File: src/rtl/spi_arb_pkg.sv
// rtl/spi_arb_pkg.sv - shared state type, bus idle levels and width helper for the SPI bus arbiter
package spi_arb_pkg;

   typedef enum logic [1:0] {
      ST_IDLE,
      ST_GRANT,
      ST_DRAIN
   } arb_state_t;

   localparam logic SPI_CS_IDLE   = 1'b1;
   localparam logic SPI_MOSI_IDLE = 1'b0;

   // Counter widths must never collapse to zero bits when the count limit is 0.
   function automatic int clog2_min1(input int n);
      int r;
      r = $clog2(n);
      return (r < 1) ? 1 : r;
   endfunction

endpackage

File: src/rtl/spi_rr_pick.sv
// rtl/spi_rr_pick.sv - combinational round-robin picker, searches upward from last+1 with wrap
module spi_rr_pick
   import spi_arb_pkg::*;
#(
   parameter int NUM_REQ = 4,
   parameter int IW      = clog2_min1(NUM_REQ)
)(
   input  logic [NUM_REQ-1:0] eligible,
   input  logic [IW-1:0]      last,
   output logic               valid,
   output logic [IW-1:0]      winner
);

   logic [IW-1:0] idx;

   always_comb begin
      valid  = 1'b0;
      winner = '0;
      idx    = '0;
      for (int k = 1; k <= NUM_REQ; k++) begin
         idx = IW'((int'(last) + k) % NUM_REQ);
         if (!valid && eligible[idx]) begin
            valid  = 1'b1;
            winner = idx;
         end
      end
   end

endmodule

File: src/rtl/spi_bus_arbiter.sv
// rtl/spi_bus_arbiter.sv - shares one SPI slave bus among NUM_REQ masters with round-robin grants
module spi_bus_arbiter
   import spi_arb_pkg::*;
#(
   parameter int   NUM_REQ        = 4,
   parameter int   GAP_CYCLES     = 2,
   parameter int   TIMEOUT_CYCLES = 0,
   parameter logic CPOL           = 1'b1
)(
   input  logic                       sys_clk,
   input  logic                       sys_rst,
   input  logic [NUM_REQ-1:0]         req_i,
   output logic [NUM_REQ-1:0]         gnt_o,
   input  logic [NUM_REQ-1:0]         m_cs_i,
   input  logic [NUM_REQ-1:0]         m_clk_i,
   input  logic [NUM_REQ-1:0]         m_mosi_i,
   output logic [NUM_REQ-1:0]         m_miso_o,
   output logic                       spi_cs_o,
   output logic                       spi_clk_o,
   output logic                       spi_mosi_o,
   input  logic                       spi_miso_i,
   output logic [$clog2(NUM_REQ)-1:0] owner_o,
   output logic                       busy_o,
   output logic                       timeout_o
);

   localparam int IW   = $clog2(NUM_REQ);
   localparam int TW   = clog2_min1(TIMEOUT_CYCLES + 1);
   localparam int GW   = clog2_min1(GAP_CYCLES + 1);
   localparam int TLIM = (TIMEOUT_CYCLES > 0) ? TIMEOUT_CYCLES - 1 : 0;

   arb_state_t         state;
   logic [NUM_REQ-1:0] mask;
   logic [NUM_REQ-1:0] mask_next;
   logic [NUM_REQ-1:0] eligible;
   logic [IW-1:0]      last;
   logic [TW-1:0]      tcnt;
   logic [GW-1:0]      gcnt;
   logic               pick_valid;
   logic [IW-1:0]      pick_idx;
   logic               to_hit;
   logic               owner_req;

   assign eligible  = req_i & ~mask;
   assign owner_req = req_i[owner_o];
   assign to_hit    = (TIMEOUT_CYCLES != 0) && (tcnt == TW'(TLIM));
   assign busy_o    = (state != ST_IDLE);
   assign m_miso_o  = gnt_o & {NUM_REQ{spi_miso_i}};

   spi_rr_pick #(
      .NUM_REQ (NUM_REQ),
      .IW      (IW)
   ) u_pick (
      .eligible (eligible),
      .last     (last),
      .valid    (pick_valid),
      .winner   (pick_idx)
   );

   // A timed-out master stays masked until it lets go of req for a cycle.
   always_comb begin
      mask_next = mask & req_i;
      if (state == ST_GRANT && owner_req && to_hit)
         mask_next[owner_o] = 1'b1;
   end

   always_ff @(posedge sys_clk) begin
      if (sys_rst) begin
         state      <= ST_IDLE;
         gnt_o      <= '0;
         owner_o    <= '0;
         last       <= IW'(NUM_REQ - 1);
         mask       <= '0;
         tcnt       <= '0;
         gcnt       <= '0;
         timeout_o  <= 1'b0;
         spi_cs_o   <= SPI_CS_IDLE;
         spi_clk_o  <= CPOL;
         spi_mosi_o <= SPI_MOSI_IDLE;
      end else begin
         timeout_o <= 1'b0;
         mask      <= mask_next;
         case (state)
            ST_IDLE: begin
               if (pick_valid) begin
                  gnt_o   <= NUM_REQ'(1) << pick_idx;
                  owner_o <= pick_idx;
                  last    <= pick_idx;
                  tcnt    <= '0;
                  state   <= ST_GRANT;
               end
            end
            ST_GRANT: begin
               if (!owner_req || to_hit) begin
                  // Release forces the bus idle even if the master still holds cs low.
                  gnt_o      <= '0;
                  spi_cs_o   <= SPI_CS_IDLE;
                  spi_clk_o  <= CPOL;
                  spi_mosi_o <= SPI_MOSI_IDLE;
                  gcnt       <= '0;
                  timeout_o  <= owner_req;
                  state      <= ST_DRAIN;
               end else begin
                  spi_cs_o   <= m_cs_i[owner_o];
                  spi_clk_o  <= m_clk_i[owner_o];
                  spi_mosi_o <= m_mosi_i[owner_o];
                  tcnt       <= tcnt + 1'b1;
               end
            end
            ST_DRAIN: begin
               if (gcnt == GW'(GAP_CYCLES))
                  state <= ST_IDLE;
               else
                  gcnt <= gcnt + 1'b1;
            end
            default: state <= ST_IDLE;
         endcase
      end
   end

endmodule
File: config.mk
export PLATFORM = sky130hd
export DESIGN_NAME = spi_bus_arbiter
export DESIGN_NICKNAME = d
export VERILOG_FILES = /design/src/rtl/spi_arb_pkg.sv /design/src/rtl/spi_rr_pick.sv /design/src/rtl/spi_bus_arbiter.sv
export SDC_FILE = /design/constraint.sdc
export NUM_CORES = 1
export LEC_CHECK = 0
export ABC_AREA = 1
export CORE_ASPECT_RATIO = 1.2
export CORE_UTILIZATION = 47
export DETAILED_ROUTE_END_ITERATION = 10
export PLACE_DENSITY_LB_ADDON = 0.12
export SLEW_MARGIN = 20
export SYNTH_ARGS = -nofsm -noshare
export SYNTH_HDL_FRONTEND = slang
export SYNTH_SLANG_ARGS = --single-unit
File: constraint.sdc
create_clock -name sys_clk -period 4.3 [get_ports sys_clk]
set_clock_uncertainty 0.2 [all_clocks]
set_input_delay 0.43 -clock sys_clk [delete_from_list [all_inputs] [get_ports sys_clk]]
set_output_delay 0.43 -clock sys_clk [all_outputs]
set_load 0.01 [all_outputs]
==> impl_metrics.py <==
metrics = {
    "outcome": {
        "status": "complete, no violations",
    },
    "die": {
        "ioPinCount": 34,
        "num_rows": 19,
        "chipWidth_um": 48.3,
        "floorplan.die.height_um": 57.6,
        "floorplan.initialDensity": 0.515,
        "design.core.area_sq_mm": 0.00235,
        "dieArea_sq_mm": 0.00278,
    },
    "timing": {
        "hold_violations": 0,
        "timing.final.crit_period_ps": 2240,
        "worst_pin_slew_ps": 585,
        "unrepaired_setup_endpoints_after_global_routing": "no",
        "peak_clock_frequency_supported_by_timing_mhz": 447,
        "whs_ps": 233,
        "min_period_over_period": 0.520,
        "final_max_slew_viol_count": 0,
        "setup_viol_count_final": 0,
        "timing.setup.tns_ps": 0,
        "maxSlewHeadroom": 0.609,
    },
    "drt": {
        "final_antenna_net_count": 0,
        "drt_drc_violations_left": 0,
        "via_count": 1238,
        "first_pass_iters": 6,
        "wl_per_cell_um": 10.9,
        "drt_wl_total_mm": 2.64,
        "drt_iter0_drc": 26,
        "route.detailed.vias_per_inst": 5.09,
    },
    "setup_path": {
        "worst_path_required_time_ps": 3670,
        "kind_of_end_point_of_the_critical_path": "output port",
        "element_type_at_the_critical_path_start": "input port",
        "worstPathMaxFanout": 4,
        "path_class": "input port to output port",
        "data_arrival_time_of_the_critical_path_ps": 1610,
        "setup.reg_to_reg.worst_slack_ps": 2310,
    },
    "finish": {
        "antenna_cells_inserted": 0,
        "final_cell_area_sq_mm": 0.00155,
        "finish.utilization": 0.658,
        "total_number_of_nets_in_the_final_design": 233,
        "final-instance-count-excl-fill": 243,
        "layout-drive-gt1-share": 0.113,
        "area.growth.synth_to_final_pct": 27.9,
    },
    "place": {
        "post_dp_cell_area_sq_mm": 0.00152,
        "buffer_ports.inserted": 32,
        "dpl.hpwl_mm": 2.11,
        "final_gp_congestion": 0.858,
        "place.detailed.instances": 239,
    },
    "power_and_ir_drop": {
        "power.ir.vdd_worst_mv": 0.432,
        "p_leak_nw": 0.681,
        "p_per_area_mw_per_mm2": 643,
    },
    "grt": {
        "grt_use_total": 0.200,
        "grt_max_degree": 17,
        "grt_pass1_wl_mm": 4.38,
        "initial_antenna_violation_count": 0,
        "grt.overflow.total": 0,
        "first_global_vias": 1097,
    },
    "synthesis": {
        "synth_area_sq_mm": 0.00121,
        "synth_seq_area_share": 0.314,
        "synth-warning-count": 0,
        "syn-num-nets": 203,
        "synth.ff_latch_count": 19,
        "syn_inst": 183,
        "synth_cell_type_count": 27,
        "postSynthAreaPerCell_sq_um": 6.62,
    },
    "clocking": {
        "number_of_buffers_on_the_longest_clock_path": 2,
        "clk-insertion-delay-late_ps": 300,
        "clkSlewWorstSetupHoldPaths_ps": 110,
        "clk_root_buffer_cell": "clkbuf_4",
        "cts_tree": "built",
        "cts.sinks": 19,
        "cts_inserted_buffers": 3,
        "post_cts_resize_count": 0,
        "ctsHtreeMaxLevel": 1,
        "count_of_hold_buffers_inserted_by_post_cts_repair": 0,
        "cts_post_setup_buffers_inserted": 0,
    },
    "run": {
        "cap_viol_max_count": 0,
    },
    "hold_path": {
        "hold_path_class": "flop to flop",
    },
}
-- Yosys cell counts, drive strengths merged --
library cell / count / area, sq um
nand3: 23 / 148
o211ai: 3 / 22.5
nor3: 3 / 15.0
buf: 3 / 33.8
dfxtp: 19 / 380
inv: 26 / 100
o21ai: 7 / 35.0
o22ai: 2 / 12.5
nand2: 50 / 213
clkbuf: 4 / 15.0
ha: 1 / 12.5
a21oi: 13 / 76.3
conb: 1 / 3.75
a211oi: 1 / 7.51
nor2: 22 / 97.6
o32ai: 3 / 26.3
nand4: 2 / 12.5
-- cells by family (layout without fill, tap and decap cells) --
logic type / Yosys count / in the layout / synth area share
AO/OA/AOI/OAI: 29 / 29 / 0.149
adder cells (fa/ha/maj): 1 / 1 / 0.0103
buffers and inverters: 33 / 62 / 0.123
flip-flops: 19 / 19 / 0.314
other: 1 / 1 / 0.00310
AND/OR/NAND/NOR: 100 / 100 / 0.401
-- power by group --
group	total (mW)	switching [mW]	internal, mW
Clock	0.0914	0.0567	0.0347
Combinational	0.622	0.375	0.247
Sequential	0.283	0.0533	0.230
Total	0.996	0.485	0.511
-- path summary, 6_finish.rpt --
check | from | end | cells past startpoint
max | spi_miso_i | m_miso_o[2] | 4
min | mask[3] | mask[3] | 2
max reg2reg | last[0] | owner_o[0] | 10
min reg2reg | mask[3] | mask[3] | 2
-- layer usage --
metal | wire length [um] | vias to the layer above | share of wire | global-route usage
met5 | 0 | - | 0 | 0
met4 | 74 | 0 | 0.028 | 0.105
met3 | 112 | 9 | 0.042 | 0.0341
met2 | 1260 | 31 | 0.48 | 0.342
met1 | 1190 | 550 | 0.45 | 0.242
li1 | - | 648 | - | -
-- cell usage in the layout, fill, tap and decap left out --
cell and instances:
nand3_4 1, clkdlybuf4s50_1 32, nand2_4 1, inv_4 1, clkbuf_4 3, inv_2 3, nand3_2 4, o32ai_1 3
o22ai_1 2, nand2_1 42, inv_1 22, nand3_1 18, dfxtp_1 19, o211ai_1 3, nor3_1 3, o21ai_0 7
a21oi_1 12, nor2_4 2, a21oi_4 1, clkinv_2 1, conb_1 1, a211oi_1 1, nand2_2 7, nand4_1 2
nor2_1 20, ha_1 1
-- stage by stage --
stage          power, mW  setup WS (ps)
2_1_floorplan      0.748           2590
3_3_place_gp       0.888           2020
3_5_place_dp       0.910           1970
4_1_cts             1.00           2050
5_1_grt             1.09           2010
6_report           0.996           2060
-- registers in the layout, summed over array words and instances, names as in the netlist --
register	flops
gcnt	2
gnt_o	4
last	2
mask	4
owner_o	2
spi_clk_o	1
spi_cs_o	1
spi_mosi_o	1
state	2
-- worst max-delay path, cell delays in order --
cell and delay (ps):
clkdlybuf4s50_1 520, nand2_1 70, inv_1 50, clkdlybuf4s50_1 530
-- layout make-up --
type	count	area, sq um
tap	31	38.8
timing repair buffer	32	320
clock inverter	1	5.00
clock buffer	3	22.5
inverter	26	100
sequential	19	380
fill	204	805
multi-input combinational	131	682
Note: power is estimated with default switching activity, not from simulation.
